### src/rtl/gcd_stein_avalon.sv
`default_nettype none
// =============================================================================
// gcd_stein_avalon : binary (Stein) GCD coprocessor on an Avalon-MM slave
// Revision 1.0 - initial release
// =============================================================================
module gcd_stein_avalon #(
  parameter int DATA_W = 32,
  parameter int CNT_W  = 16
) (
  input  logic        csi_clk,
  input  logic        rsi_reset,
  input  logic [2:0]  avs_s0_address,
  input  logic        avs_s0_read,
  output logic [31:0] avs_s0_readdata,
  input  logic        avs_s0_write,
  input  logic [31:0] avs_s0_writedata,
  output logic        ins_irq0_irq
);

  localparam int         K_W      = $clog2(DATA_W) + 1;
  localparam logic [1:0] S_IDLE   = 2'd0;
  localparam logic [1:0] S_STRIP  = 2'd1;
  localparam logic [1:0] S_REDUCE = 2'd2;
  localparam logic [7:0] C_ID_W   = 8'(DATA_W);

  logic [1:0]        state_q,    state_d;
  logic [DATA_W-1:0] op_a_q,     op_a_d;
  logic [DATA_W-1:0] op_b_q,     op_b_d;
  logic [DATA_W-1:0] a_q,        a_d;
  logic [DATA_W-1:0] b_q,        b_d;
  logic [DATA_W-1:0] result_q,   result_d;
  logic [K_W-1:0]    k_q,        k_d;
  logic [CNT_W-1:0]  cnt_q,      cnt_d;
  logic [CNT_W-1:0]  cycles_q,   cycles_d;
  logic              irq_en_q,   irq_en_d;
  logic              done_q,     done_d;
  logic              zero_err_q, zero_err_d;
  logic              aborted_q,  aborted_d;
  logic              overrun_q,  overrun_d;

  logic             busy;
  logic             wr_ctrl;
  logic             wr_status;
  logic             start_cmd;
  logic             abort_cmd;
  logic [CNT_W-1:0] cnt_inc;
  logic             unused_wdata;

  assign busy      = (state_q != S_IDLE);
  assign wr_ctrl   = avs_s0_write && (avs_s0_address == 3'd2);
  assign wr_status = avs_s0_write && (avs_s0_address == 3'd3);
  // ABORT takes precedence over START in the same CTRL write
  assign abort_cmd = wr_ctrl && avs_s0_writedata[1] && busy;
  assign start_cmd = wr_ctrl && avs_s0_writedata[0] && !avs_s0_writedata[1];
  assign cnt_inc   = (&cnt_q) ? cnt_q : cnt_q + CNT_W'(1);
  assign unused_wdata = ^avs_s0_writedata;

  always_comb begin
    state_d    = state_q;
    op_a_d     = op_a_q;
    op_b_d     = op_b_q;
    a_d        = a_q;
    b_d        = b_q;
    result_d   = result_q;
    k_d        = k_q;
    cnt_d      = cnt_q;
    cycles_d   = cycles_q;
    irq_en_d   = irq_en_q;
    done_d     = done_q;
    zero_err_d = zero_err_q;
    aborted_d  = aborted_q;
    overrun_d  = overrun_q;

    if (avs_s0_write && avs_s0_address == 3'd0) op_a_d = avs_s0_writedata[DATA_W-1:0];
    if (avs_s0_write && avs_s0_address == 3'd1) op_b_d = avs_s0_writedata[DATA_W-1:0];
    if (wr_ctrl) irq_en_d = avs_s0_writedata[2];
    // W1C first so that any hardware set below on this edge overrides it
    if (wr_status) begin
      done_d     = done_q     & ~avs_s0_writedata[1];
      zero_err_d = zero_err_q & ~avs_s0_writedata[2];
      aborted_d  = aborted_q  & ~avs_s0_writedata[3];
      overrun_d  = overrun_q  & ~avs_s0_writedata[4];
    end

    if (abort_cmd) begin
      state_d   = S_IDLE;
      aborted_d = 1'b1;
    end else if (busy) begin
      cnt_d = cnt_inc;
      if (start_cmd) overrun_d = 1'b1;
      case (state_q)
        S_STRIP: begin
          if (a_q == '0 || b_q == '0) begin
            result_d = a_q | b_q;
            if (a_q == '0 && b_q == '0) zero_err_d = 1'b1;
            done_d   = 1'b1;
            cycles_d = cnt_inc;
            state_d  = S_IDLE;
          end else if (!a_q[0] && !b_q[0]) begin
            a_d = a_q >> 1;
            b_d = b_q >> 1;
            k_d = k_q + K_W'(1);
          end else begin
            state_d = S_REDUCE;
          end
        end
        S_REDUCE: begin
          if (!a_q[0]) begin
            a_d = a_q >> 1;
          end else if (!b_q[0]) begin
            b_d = b_q >> 1;
          end else if (a_q == b_q) begin
            result_d = a_q << k_q;
            done_d   = 1'b1;
            cycles_d = cnt_inc;
            state_d  = S_IDLE;
          end else if (a_q > b_q) begin
            a_d = (a_q - b_q) >> 1;
          end else begin
            b_d = (b_q - a_q) >> 1;
          end
        end
        default: state_d = S_IDLE;
      endcase
    end else if (start_cmd) begin
      a_d        = op_a_q;
      b_d        = op_b_q;
      k_d        = '0;
      cnt_d      = '0;
      done_d     = 1'b0;
      zero_err_d = 1'b0;
      aborted_d  = 1'b0;
      state_d    = S_STRIP;
    end
  end

  always_ff @(posedge csi_clk) begin
    if (rsi_reset) begin
      state_q    <= S_IDLE;
      op_a_q     <= '0;
      op_b_q     <= '0;
      a_q        <= '0;
      b_q        <= '0;
      result_q   <= '0;
      k_q        <= '0;
      cnt_q      <= '0;
      cycles_q   <= '0;
      irq_en_q   <= 1'b0;
      done_q     <= 1'b0;
      zero_err_q <= 1'b0;
      aborted_q  <= 1'b0;
      overrun_q  <= 1'b0;
    end else begin
      state_q    <= state_d;
      op_a_q     <= op_a_d;
      op_b_q     <= op_b_d;
      a_q        <= a_d;
      b_q        <= b_d;
      result_q   <= result_d;
      k_q        <= k_d;
      cnt_q      <= cnt_d;
      cycles_q   <= cycles_d;
      irq_en_q   <= irq_en_d;
      done_q     <= done_d;
      zero_err_q <= zero_err_d;
      aborted_q  <= aborted_d;
      overrun_q  <= overrun_d;
    end
  end

  always_comb begin
    avs_s0_readdata = '0;
    if (avs_s0_read) begin
      case (avs_s0_address)
        3'd0:    avs_s0_readdata = 32'(op_a_q);
        3'd1:    avs_s0_readdata = 32'(op_b_q);
        3'd2:    avs_s0_readdata = {29'b0, irq_en_q, 2'b0};
        3'd3:    avs_s0_readdata = {27'b0, overrun_q, aborted_q, zero_err_q, done_q, busy};
        3'd4:    avs_s0_readdata = 32'(result_q);
        3'd5:    avs_s0_readdata = 32'(cycles_q);
        3'd6:    avs_s0_readdata = {16'h0, 8'h02, C_ID_W};
        default: avs_s0_readdata = '0;
      endcase
    end
  end

  assign ins_irq0_irq = irq_en_q & (done_q | zero_err_q | aborted_q | overrun_q);

endmodule
`default_nettype wire

### config.mk
export PLATFORM = sky130hd
export DESIGN_NAME = gcd_stein_avalon
export DESIGN_NICKNAME = d
export VERILOG_FILES = /design/src/rtl/gcd_stein_avalon.sv
export SDC_FILE = /design/constraint.sdc
export NUM_CORES = 1
export LEC_CHECK = 0
export ABC_AREA = 1
export CORE_MARGIN = 3
export CORE_UTILIZATION = 40
export CTS_CLUSTER_SIZE = 40
export DETAILED_ROUTE_END_ITERATION = 8
export PLACE_DENSITY = 0.69
export SLEW_MARGIN = 20
export SYNTH_ARGS = -nofsm -noshare
export SYNTH_HDL_FRONTEND = slang
export SYNTH_SLANG_ARGS = --single-unit
### constraint.sdc
create_clock -name csi_clk -period 2.45 [get_ports csi_clk]
set_input_delay 0.3675 -clock csi_clk [delete_from_list [all_inputs] [get_ports csi_clk]]
set_output_delay 0.3675 -clock csi_clk [all_outputs]
set_load 0.005 [all_outputs]
==> results of run 1 <==
[what timing repair did]
| item | CTS | global route |
|---|---|---|
| setup buffers | 13 | 20 |
| pin swaps | 12 | 66 |
| hold endpoints to repair | 0 | 0 |
| resized for setup | 89 | 278 |
| gates cloned | 0 | 4 |
| endpoints found under the setup margin | 111 | 120 |
[stage by stage]
stage / hold WS, ns / instances
floorplan: 0.4436 / 2955
global route: 0.3170 / 3925
CTS: 0.2740 / 3901
global placement: 0.4623 / 3848
detailed placement: 0.4618 / 3848
finish: 0.3014 / 3925
[layout make-up]
class	count	area, um^2
clock buffers	31	644.4
clock inverters	9	83.83
fillers	4179	18850
inverters	395	1494
multi-input cells	2226	12190
flip-flops and latches	205	4143
well taps	577	721.9
repair buffers	482	4198
[cell usage after synthesis (2+ instances only)]
cell type	instances	area (um^2)
sky130_fd_sc_hd__buf_6	6	67.56
sky130_fd_sc_hd__xor2_1	36	315.3
sky130_fd_sc_hd__buf_4	5	37.54
sky130_fd_sc_hd__nand2_2	11	68.82
sky130_fd_sc_hd__nand3_4	2	35.03
sky130_fd_sc_hd__or2_2	35	219.0
sky130_fd_sc_hd__clkinv_1	6	22.52
sky130_fd_sc_hd__nor2_4	4	45.04
sky130_fd_sc_hd__nor2_1	337	1265
sky130_fd_sc_hd__a211oi_1	2	15.01
sky130_fd_sc_hd__nand4_1	34	212.7
sky130_fd_sc_hd__o211ai_1	19	142.6
sky130_fd_sc_hd__nor2_2	15	93.84
sky130_fd_sc_hd__buf_1	7	26.28
sky130_fd_sc_hd__a21oi_2	12	105.1
sky130_fd_sc_hd__nand2_4	5	56.30
sky130_fd_sc_hd__o21bai_1	10	75.07
sky130_fd_sc_hd__clkbuf_2	3	15.01
sky130_fd_sc_hd__o221ai_1	17	148.9
sky130_fd_sc_hd__clkbuf_1	90	337.8
sky130_fd_sc_hd__dfxtp_1	205	4104
sky130_fd_sc_hd__o21a_1	2	15.01
sky130_fd_sc_hd__xnor2_1	6	52.55
sky130_fd_sc_hd__nor4_1	2	12.51
sky130_fd_sc_hd__a21oi_1	244	1221
sky130_fd_sc_hd__nand3_1	99	495.5
sky130_fd_sc_hd__buf_2	18	90.09
sky130_fd_sc_hd__a221oi_1	13	113.9
sky130_fd_sc_hd__o22ai_1	23	143.9
sky130_fd_sc_hd__nand2_1	900	3378
sky130_fd_sc_hd__inv_2	11	41.29
sky130_fd_sc_hd__inv_1	378	1419
sky130_fd_sc_hd__o21ai_1	5	25.02
sky130_fd_sc_hd__ha_1	102	1276
sky130_fd_sc_hd__o21ai_0	249	1246
sky130_fd_sc_hd__nor3_1	16	80.08
sky130_fd_sc_hd__fa_1	2	40.04
sky130_fd_sc_hd__mux2i_1	11	110.1
[power by group]
group / internal (mW) / switching (mW) / leakage (nW)
Combinational: 7.53 / 12.3 / 9.18
Sequential: 3.59 / 0.148 / 1.67
Clock: 1.95 / 1.51 / 0.362
Total: 13.1 / 14.0 / 11.2
[cell families after synthesis]
kind of cell / count (synthesis)
adder cells (fa/ha/maj): 104
buffers and inverters: 524
flip-flops: 205
AO/OA/AOI/OAI: 605
multiplexers: 11
XOR/XNOR: 42
AND/OR/NAND/NOR: 1464
[critical path, delay by kind of cell, from the launching register on]
kind / cells / cell delay, ns
compound gates: 5 / 1.46
buf+inv: 1 / 0.17
flops: 1 / 0.42
simple gates: 3 / 0.34
[state kept, by name, indices dropped and copies added, names as in the netlist, 2 cells and up]
register,flops
a_q,32
k_q,6
state_q,2
op_b_q,32
cnt_q,16
op_a_q,32
b_q,32
result_q,32
cycles_q,16
[path summary, 6_finish.rpt]
path,start,end
setup / recovery,k_q[0],result_q[24]
hold / removal,rsi_reset,result_q[2]
setup reg to reg,k_q[0],result_q[24]
hold reg to reg,op_a_q[9],op_a_q[9]
[per-layer routing]
metal | vias up | global-route usage (%) | part of all wire [%]
met4 | 0 | 15.27 | 5.8
met2 | 1018 | 45.42 | 44
met5 | - | 0 | 0
met1 | 9594 | 39.58 | 42
li1 | 10160 | - | -
met3 | 210 | 4.681 | 8.5
==> load_flow_metrics.sql, run 1 <==
INSERT INTO impl_metrics (metric_group, metric, value, unit) VALUES
('clock_tree', 'clock_tree.buffer_depth', '3', ''),
('power_and_ir_drop', 'total_leakage_power', '11.21', 'nW'),
('yosys', 'synth_compound_gate_area_share', '19.30', '%'),
('routing', 'routed_wire_length_per_instance', '18.54', 'um'),
('power_and_ir_drop', 'ir_worst_vdd', '658.4', 'uV'),
('clock_tree', 'clkSlewWorstSetupHoldPaths', '0.07', 'ns'),
('critical_path', 'worstPathCellList', 'buf_4 -> nand2_1 -> o21ai_0 -> o21ai_0 -> o21ai_0 -> o21ai_0 -> o22ai_1 -> nor3_1 -> nor2_1', ''),
('yosys', 'syn_avg_cell_area', '5.855', 'um^2'),
('yosys', 'yosys.area_share.simple', '34.72', '%'),
('sta', 'finalCriticalPeriod', '2.512', 'ns'),
('grt', 'antenna_violations_before_repair', '0', ''),
('critical_path', 'cp_data_arrival_time', '2.93', 'ns'),
('clock_tree', 'post_cts_hold_buffer_count', '0', ''),
('finish', 'layout.core_utilization', '55.47', '%'),
('routing', 'final_antenna_net_count', '0', ''),
('routing', 'dr_iter_0_viols', '2525', ''),
('finish', 'fin_nets', '3475', ''),
('floorplanning', 'floorplan_die_width', '214.0', 'um'),
('yosys', 'post_synth_xor_area_fraction', '2.126', '%'),
('finish', 'layout.cells.most_common_list', 'sky130_fd_sc_hd__nand2_1 (866), sky130_fd_sc_hd__buf_4 (367), sky130_fd_sc_hd__inv_1 (343)', ''),
('yosys', 'synth_warnings', '0', ''),
('routing', 'routed_via_density', '5.345', ''),
('yosys', 'post_synth_num_cell_types', '51', ''),
('clock_tree', 'tritoncts_num_sinks', '205', ''),
('critical_path', 'crit_top_cell', 'sky130_fd_sc_hd__o21ai_0', ''),
('grt', 'grt_pass1_vias', '19160', ''),
('place', 'place_congestion', '1.012', ''),
('sta', 'fin_crit_sh', '102.5', '%'),
('run_status', 'failed_checks', 'negative setup slack', ''),
('clock_tree', 'cts_tree', 'yes', ''),
('sta', 'timing.final.setup_violations', '21', ''),
('routing', 'initial_drt_pass_iterations', '6', ''),
('power_and_ir_drop', 'power.total', '27.03', 'mW'),
('clock_tree', 'htree_num_levels', '1', ''),
('routing', 'finalWirelength', '72780', 'um'),
('floorplanning', 'row_count', '75', ''),
('yosys', 'synth.mux.area_fraction', '0.6363', '%'),
('yosys', 'combinational_family_with_the_most_area_after_synthesis', 'simple AND/OR/NAND/NOR gates', ''),
('floorplanning', 'design.die.area', '0.04579', 'mm^2'),
('critical_path', 'cp-start-kind', 'flip-flop', ''),
('grt', 'global_route.usage.total', '29.39', '%'),
('yosys', 'synthesis.nets', '3098', ''),
('yosys', 'synthArstFlopShare', '0', '%'),
('place', 'io_buffers', '71', ''),
('job', 'number_of_max_capacitance_violations_reported', '0', ''),
('finish', 'synthToLayoutAreaGrowth', '35.67', '%'),
('yosys', 'sequential_to_total_area_share_from_yosys_stat', '23.72', '%'),
('finish', 'antenna_cells_inserted', '0', ''),
('clock_tree', 'cts_root_buffer', 'sky130_fd_sc_hd__clkbuf_16', ''),
('place', 'place_ws', '-0.2128', 'ns'),
('finish', 'post-route-cell-area', '0.02348', 'mm^2'),
('sta', 'rsz0062_at_grt', 'yes', ''),
('finish', 'layout-drive-gt1-share', '23.89', '%'),
('critical_path', 'worst_path_max_delay_cell', 'sky130_fd_sc_hd__o21ai_0', ''),
('critical_path', 'critical_path.max_fanout', '19', ''),
('clock_tree', 'clk-insertion-delay-late', '0.54', 'ns'),
('yosys', 'flip_flop_and_latch_count_after_synthesis', '205', ''),
('sta', 'tns', '-0.5471', 'ns'),
('sta', 'timing.fmax', '398.0', 'MHz'),
('power_and_ir_drop', 'cellPowerDensity', '1152', 'mW/mm^2'),
('routing', 'vias', '20980', ''),
('finish', 'most_common_cell_after_layout_fill_and_taps_aside', 'sky130_fd_sc_hd__nand2_1', ''),
('floorplanning', 'top_level_ports', '72', ''),
('sta', 'fin_ws', '-0.06240', 'ns'),
('run_status', 'status', 'complete, but fails checks', ''),
('sta', 'timing.final.hold_violations', '0', ''),
('place', 'detailed_place.area', '0.02122', 'mm^2'),
('clock_tree', 'cts-buffers-inserted', '22', ''),
('place', 'post-dp-hpwl', '56250', 'um'),
('grt', 'pin_count_of_the_biggest_net_entering_global_routing', '58', ''),
('sta', 'timing.clock.skew', '0.02484', 'ns');
Note: power is estimated with default switching activity, not from simulation.
==> run 2: changes to the inputs <==
--- a/config.mk
+++ b/config.mk
@@ -10,7 +10,8 @@
 export CORE_UTILIZATION = 40
 export CTS_CLUSTER_SIZE = 40
 export DETAILED_ROUTE_END_ITERATION = 8
-export PLACE_DENSITY = 0.69
+export DONT_BUFFER_PORTS = 1
+export PLACE_DENSITY = 0.66
 export SLEW_MARGIN = 20
 export SYNTH_ARGS = -nofsm -noshare
 export SYNTH_HDL_FRONTEND = slang
==> load_flow_metrics.sql, run 2 (synthesis gave the netlist of run 1 again) <==
INSERT INTO impl_metrics (metric_group, metric, value, unit) VALUES
('finish', 'layout.cells.most_common_list', 'sky130_fd_sc_hd__nand2_1 (835), sky130_fd_sc_hd__buf_4 (360), sky130_fd_sc_hd__inv_1 (339)', ''),
('clock_tree', 'htree_num_levels', '1', ''),
('critical_path', 'required_worst_endpoint', '2.87', 'ns'),
('power_and_ir_drop', 'cellPowerDensity', '1203', 'mW/mm^2'),
('place', 'post-dp-hpwl', '62460', 'um'),
('finish', 'multi_input_comb_area', '0.01239', 'mm^2'),
('place', 'io_buffers', '0', ''),
('grt', 'global_route.usage.total', '32.93', '%'),
('sta', 'rsz0062_at_grt', 'yes', ''),
('grt', 'grt_pass1_vias', '19530', ''),
('critical_path', 'critical_path.max_fanout', '5', ''),
('finish', 'area.sequential', '0.004148', 'mm^2'),
('floorplanning', 'floorplan_die_width', '214.0', 'um'),
('sta', 'tightest_slew', '0.6327', 'ns'),
('floorplanning', 'row_count', '75', ''),
('run_status', 'status', 'complete, no violations', ''),
('grt', 'grt_overflow', '0', ''),
('place', 'detailed_place.area', '0.02038', 'mm^2'),
('critical_path', 'cp-start-kind', 'flip-flop', ''),
('critical_path', 'timing.critical_path.to_type', 'flip-flop', ''),
('routing', 'vias', '21270', ''),
('finish', 'finish.cell_count_without_fillers', '3888', ''),
('job', 'number_of_max_capacitance_violations_reported', '0', ''),
('power_and_ir_drop', 'total_leakage_power', '11.05', 'nW'),
('floorplanning', 'design.core.area', '0.04232', 'mm^2'),
('sta', 'timing.fmax', '414.6', 'MHz'),
('clock_tree', 'clkSlewWorstSetupHoldPaths', '0.07', 'ns'),
('sta', 'fin_crit_sh', '98.44', '%'),
('sta', 'timing_max_transition_violations_final', '0', ''),
('power_and_ir_drop', 'ir_worst_vdd', '720.5', 'uV'),
('clock_tree', 'cts_tree', 'yes', ''),
('finish', 'nFillCells', '4298', ''),
('clock_tree', 'tritoncts_num_sinks', '205', ''),
('sta', 'relSlewSlack', '57.56', '%'),
('hold_path', 'hp-class', 'in -> reg', ''),
('routing', 'final_antenna_net_count', '0', ''),
('grt', 'grt_first_pass_wirelength', '117800', 'um'),
('clock_tree', 'clock_tree.buffer_depth', '3', ''),
('floorplanning', 'initial_core_util', '40.88', '%'),
('grt', 'antenna_violations_before_repair', '2', ''),
('finish', 'most_common_cell_after_layout_fill_and_taps_aside', 'sky130_fd_sc_hd__nand2_1', ''),
('sta', 'timing.final.setup_violations', '0', ''),
('clock_tree', 'cts_root_buffer', 'sky130_fd_sc_hd__clkbuf_16', ''),
('routing', 'dr_iter_0_viols', '2514', ''),
('place', 'place_congestion', '1.003', ''),
('floorplanning', 'die_h', '214.0', 'um'),
('routing', 'routed_wire_length_per_instance', '20.56', 'um'),
('place', 'numPlacedInstances', '3770', ''),
('critical_path', 'cp_data_arrival_time', '2.83', 'ns'),
('finish', 'layout-drive-gt1-share', '25.10', '%'),
('routing', 'routed_via_density', '5.471', ''),
('clock_tree', 'clk-insertion-delay-late', '0.56', 'ns'),
('power_and_ir_drop', 'power.total', '27.97', 'mW'),
('finish', 'post-route-cell-area', '0.02326', 'mm^2'),
('finish', 'fin_nets', '3437', ''),
('routing', 'finalWirelength', '79940', 'um'),
('clock_tree', 'cts-buffers-inserted', '23', ''),
('sta', 'finalCriticalPeriod', '2.412', 'ns'),
('sta', 'timing.clock.skew', '0.02782', 'ns'),
('finish', 'synthToLayoutAreaGrowth', '34.41', '%'),
('routing', 'post-route-drc-count', '0', ''),
('floorplanning', 'design.die.area', '0.04579', 'mm^2'),
('sta', 'timing.final.hold_violations', '0', ''),
('critical_path', 'timing_worst_setup_path_type', 'reg -> reg', ''),
('finish', 'antenna_cells_inserted', '0', ''),
('grt', 'pin_count_of_the_biggest_net_entering_global_routing', '54', ''),
('sta', 'tns', '0', 'ns'),
('floorplanning', 'top_level_ports', '72', ''),
('routing', 'initial_drt_pass_iterations', '6', ''),
('finish', 'layout.core_utilization', '54.95', '%');
## run 2: path summary, 6_finish.rpt
kind | from | endpoint | slack, ns | depth (start not counted)
max | b_q[18] | a_q[29] | 0.04 | 15
min | avs_s0_writedata[7] | op_a_q[7] | 0.01 | 2
max reg2reg | b_q[18] | a_q[29] | 0.04 | 15
min reg2reg | op_a_q[16] | op_a_q[16] | 0.48 | 2
## run 2: worst max-delay path, cell delays in order (launching register included)
cell and delay, ns:
sky130_fd_sc_hd__dfxtp_2 0.34, sky130_fd_sc_hd__inv_2 0.05, sky130_fd_sc_hd__buf_4 0.13, sky130_fd_sc_hd__ha_2 0.20, sky130_fd_sc_hd__a21oi_2 0.19, sky130_fd_sc_hd__nand2_2 0.09, sky130_fd_sc_hd__nand2_2 0.09, sky130_fd_sc_hd__nand2_2 0.07
sky130_fd_sc_hd__a21oi_4 0.28, sky130_fd_sc_hd__nand2_4 0.12, sky130_fd_sc_hd__nand3_4 0.16, sky130_fd_sc_hd__clkinvlp_4 0.24, sky130_fd_sc_hd__nand2_2 0.12, sky130_fd_sc_hd__nand2_1 0.05, sky130_fd_sc_hd__nand2_1 0.07, sky130_fd_sc_hd__a21oi_2 0.05
## run 2: layout make-up
cell class | instances | area share [%]
clock inverters | 10 | 0.2905
flip-flops and latches | 205 | 17.83
repair buffers | 442 | 16.19
multi-input cells | 2227 | 53.29
inverters | 395 | 6.456
well taps | 577 | 3.104
clock buffers | 32 | 2.835
## run 2: through the flow
step | hold slack [ns] | setup WS [ns]
after detailed placement | 0.4469 | -0.1830
after global placement | 0.4423 | -0.2270
after CTS | 0.002851 | -0.01400
after floorplan | 0.4436 | 0.04622
after global routing | 0.02325 | -0.09780
final | 0.01483 | 0.03813
## run 2: routing by layer
layer | routed length (um) | track usage (%)
met2 | 34990 | 51.54
met4 | 2526 | 9.065
met3 | 7429 | 5.206
met5 | 54 | 0
met1 | 34940 | 47.00
## run 2: repair_timing
action                                 CTS  global route
cloned                                   3             1
gates resized for setup                100           312
endpoints found under the hold margin   81             0
pin swaps                               13            55
setup buffers                            8            23
setup endpoints to repair              107           123
hold buffers                            44             0
## run 2: power by group
part	switching, mW	internal [mW]	leakage, nW
Combinational	13.0	7.73	9.00
Clock	1.55	1.89	0.365
Sequential	0.151	3.60	1.68
Total	14.7	13.2	11.0
==> run 3: changes to the inputs <==
==> constraint.sdc (replaced) <==
create_clock -name csi_clk -period 2.2 [get_ports csi_clk]
set_input_delay 0.33 -clock csi_clk [delete_from_list [all_inputs] [get_ports csi_clk]]
set_output_delay 0.33 -clock csi_clk [all_outputs]
set_load 0.005 [all_outputs]
==> load_flow_metrics.sql, run 3 (synthesis gave the netlist of run 1 again) <==
INSERT INTO impl_metrics (metric_group, metric, value, unit) VALUES
('floorplanning', 'design.core.area', '0.04232', 'mm^2'),
('run_status', 'failed_checks', 'negative hold slack, negative setup slack', ''),
('grt', 'grt_pass1_vias', '20930', ''),
('clock_tree', 'clkSlewWorstSetupHoldPaths', '0.07', 'ns'),
('critical_path', 'critical_path.max_fanout', '6', ''),
('routing', 'post-route-drc-count', '0', ''),
('critical_path', 'crit_top_cell', 'sky130_fd_sc_hd__nand2_2', ''),
('finish', 'most_common_cell_after_layout_fill_and_taps_aside', 'sky130_fd_sc_hd__nand2_1', ''),
('grt', 'global_route.usage.total', '34.34', '%'),
('power_and_ir_drop', 'power.net_switching', '16.84', 'mW'),
('sta', 'tightest_slew', '0.5650', 'ns'),
('floorplanning', 'row_count', '75', ''),
('power_and_ir_drop', 'power.share.combinational', '74.5', '%'),
('grt', 'grt_overflow', '0', ''),
('routing', 'routed_via_density', '5.532', ''),
('place', 'place_congestion', '1.022', ''),
('place', 'detailed_place.area', '0.02140', 'mm^2'),
('sta', 'timing.final.setup_violations', '115', ''),
('place', 'place_ws', '-0.3504', 'ns'),
('clock_tree', 'clk-insertion-delay-late', '0.54', 'ns'),
('finish', 'post-route-cell-area', '0.02548', 'mm^2'),
('clock_tree', 'cts-buffers-inserted', '22', ''),
('sta', 'finalCriticalPeriod', '2.577', 'ns'),
('critical_path', 'cp_slowest_stage_delay', '0.42', 'ns'),
('run_status', 'status', 'complete, but fails checks', ''),
('finish', 'nFillCells', '3905', ''),
('sta', 'timing_max_transition_violations_final', '0', ''),
('sta', 'timing.clock.skew', '0.01494', 'ns'),
('routing', 'routed_wire_length_per_instance', '21.11', 'um'),
('power_and_ir_drop', 'cellPowerDensity', '1278', 'mW/mm^2'),
('critical_path', 'required_worst_endpoint', '2.63', 'ns'),
('floorplanning', 'die_h', '214.0', 'um'),
('finish', 'layout-drive-gt1-share', '32.76', '%'),
('finish', 'synthToLayoutAreaGrowth', '47.26', '%'),
('critical_path', 'cp_top_family', 'simple AND/OR/NAND/NOR gates', ''),
('floorplanning', 'initial_core_util', '40.88', '%'),
('sta', 'rsz0062_at_grt', 'yes', ''),
('hold_path', 'hp-class', 'in -> reg', ''),
('floorplanning', 'top_level_ports', '72', ''),
('sta', 'fin_crit_sh', '117.1', '%'),
('sta', 'relSlewSlack', '61.94', '%'),
('clock_tree', 'htree_num_levels', '1', ''),
('finish', 'layout.cells.most_common_list', 'sky130_fd_sc_hd__nand2_1 (730), sky130_fd_sc_hd__buf_4 (439), sky130_fd_sc_hd__inv_1 (334)', ''),
('place', 'io_buffers', '0', ''),
('power_and_ir_drop', 'pwr-share-clk', '12.7', '%'),
('critical_path', 'cp_data_arrival_time', '3.01', 'ns'),
('finish', 'fin_nets', '3549', ''),
('finish', 'area.sequential', '0.004150', 'mm^2'),
('place', 'post-dp-hpwl', '62180', 'um'),
('critical_path', 'timing.critical_path.to_type', 'flip-flop', ''),
('finish', 'multi_input_comb_area', '0.01320', 'mm^2'),
('clock_tree', 'cts_tree', 'yes', ''),
('power_and_ir_drop', 'sw_frac_of_total', '51.70', '%'),
('floorplanning', 'design.die.area', '0.04579', 'mm^2'),
('clock_tree', 'clock_tree.buffer_depth', '3', ''),
('routing', 'finalWirelength', '84440', 'um'),
('finish', 'antenna_cells_inserted', '0', ''),
('critical_path', 'worstPathBufferInverterCount', '5', ''),
('grt', 'pin_count_of_the_biggest_net_entering_global_routing', '58', ''),
('critical_path', 'timing_worst_setup_path_type', 'reg -> reg', ''),
('critical_path', 'worst_path_max_delay_cell', 'sky130_fd_sc_hd__fa_2', ''),
('grt', 'antenna_violations_before_repair', '1', ''),
('routing', 'vias', '22120', ''),
('power_and_ir_drop', 'power.sequential.fraction', '12.8', '%'),
('grt', 'grt_first_pass_wirelength', '123200', 'um'),
('power_and_ir_drop', 'power_report.internal_total', '15.73', 'mW'),
('sta', 'timing.final.hold_violations', '1', ''),
('routing', 'dr_iter_0_viols', '2511', ''),
('critical_path', 'cp-start-kind', 'flip-flop', ''),
('job', 'number_of_max_capacitance_violations_reported', '0', ''),
('routing', 'final_antenna_net_count', '0', ''),
('clock_tree', 'cts_root_buffer', 'sky130_fd_sc_hd__clkbuf_16', ''),
('routing', 'initial_drt_pass_iterations', '7', ''),
('critical_path', 'worstPathCellList', 'inv_4 -> ha_4 -> fa_2 -> inv_2 -> nand2_2 -> nand2_2 -> nand2_2 -> nand2_4 -> nand2_2 -> nand2_2 -> nand2_4 -> buf_6 -> nand3_4 -> nand2_4 -> nand2_8 -> buf_8 -> clkbuf_16 -> nand2_2 -> nand2_2 -> a21oi_2', ''),
('sta', 'fin_ws', '-0.3767', 'ns'),
('sta', 'timing.hold.ws', '-0.01397', 'ns'),
('floorplanning', 'floorplan_die_width', '214.0', 'um'),
('sta', 'timing.fmax', '388.1', 'MHz'),
('clock_tree', 'tritoncts_num_sinks', '205', ''),
('power_and_ir_drop', 'ir_worst_vdd', '757.9', 'uV'),
('power_and_ir_drop', 'total_leakage_power', '11.84', 'nW');
[run 3: cell count changes in the layout (fill, tap and decap cells not counted), moves of 23 or more]
cell,delta
sky130_fd_sc_hd__nor2_1,-40
sky130_fd_sc_hd__nor2_4,+26
sky130_fd_sc_hd__nand2_2,+65
sky130_fd_sc_hd__nand2_4,+38
sky130_fd_sc_hd__nand2_1,-105
sky130_fd_sc_hd__a21oi_1,-23
sky130_fd_sc_hd__buf_4,+79
[run 3: final cells by class]
type | instances | area share, %
Clock buffer | 27 | 2.396
Sequential cell | 205 | 16.29
Inverter | 395 | 5.942
Tap cell | 577 | 2.833
Clock inverter | 13 | 0.6138
Multi-Input combinational cell | 2227 | 51.79
Timing Repair Buffer | 555 | 20.13
[run 3: worst paths after layout]
kind              startpoint          to  slack, ns  depth (start not counted)
setup / recovery      a_q[0]     b_q[27]      -0.38                         20
hold / removal     rsi_reset  state_q[1]      -0.01                          3
setup reg to reg      a_q[0]     b_q[27]      -0.38                         20
hold reg to reg   op_a_q[16]  op_a_q[16]       0.48                          2
[run 3: timing repair]
item                                    CTS  global route
hold buffers                             39             0
resized for setup                       306           345
endpoints found under the hold margin    92             0
endpoints found under the setup margin  117           120
pin swaps                                75            69
cloned                                   20             2
buffers inserted                         47            19
[run 3: power by group through the flow]
stage,logic (mW),clock network [mW],registers (mW)
after CTS,22.1,4.11,4.16
after global routing,25.7,4.26,4.21
after floorplan,10.4,0,4.28
final,24.3,4.12,4.18
after global placement,20.1,0,4.21
after detailed placement,20.1,0,4.22
[run 3: per-stage QoR]
stage               setup TNS, ns  util [%]  hold slack [ns]  power (mW)  instances
floorplan                 -0.8044         -           0.4436       14.67       2955
CTS                        -18.10     57.62        0.0005334       30.38       3987
global placement           -24.88     50.57           0.4055       24.27       3843
detailed placement         -26.19     50.57           0.4091       24.32       3843
global route               -34.41     60.20        -0.001908       34.14       3999
finish                     -26.61     60.20         -0.01397       32.57       3999
[run 3: routing by layer]
layer / up-vias / GRT usage, % / routed length (um) / share of wire [%]
met2: 1192 / 56.39 / 38420 / 45
met1: 10320 / 42.97 / 32620 / 39
met5: - / 0 / 13 / 0.015
met3: 279 / 4.908 / 7272 / 8.6
li1: 10320 / - / - / -
met4: 2 / 20.14 / 6120 / 7.2
[run 3: worst register-to-register path, stage by stage, from the launching register on]
cell and delay, ns:
sky130_fd_sc_hd__dfxtp_4 0.36, sky130_fd_sc_hd__inv_4 0.04, sky130_fd_sc_hd__ha_4 0.16, sky130_fd_sc_hd__fa_2 0.43, sky130_fd_sc_hd__inv_2 0.08, sky130_fd_sc_hd__nand2_2 0.06
sky130_fd_sc_hd__nand2_2 0.08, sky130_fd_sc_hd__nand2_2 0.07, sky130_fd_sc_hd__nand2_4 0.08, sky130_fd_sc_hd__nand2_2 0.06, sky130_fd_sc_hd__nand2_2 0.08, sky130_fd_sc_hd__nand2_4 0.07
sky130_fd_sc_hd__buf_6 0.13, sky130_fd_sc_hd__nand3_4 0.11, sky130_fd_sc_hd__nand2_4 0.08, sky130_fd_sc_hd__nand2_8 0.11, sky130_fd_sc_hd__buf_8 0.14, sky130_fd_sc_hd__clkbuf_16 0.18
sky130_fd_sc_hd__nand2_2 0.07, sky130_fd_sc_hd__nand2_2 0.06, sky130_fd_sc_hd__a21oi_2 0.03
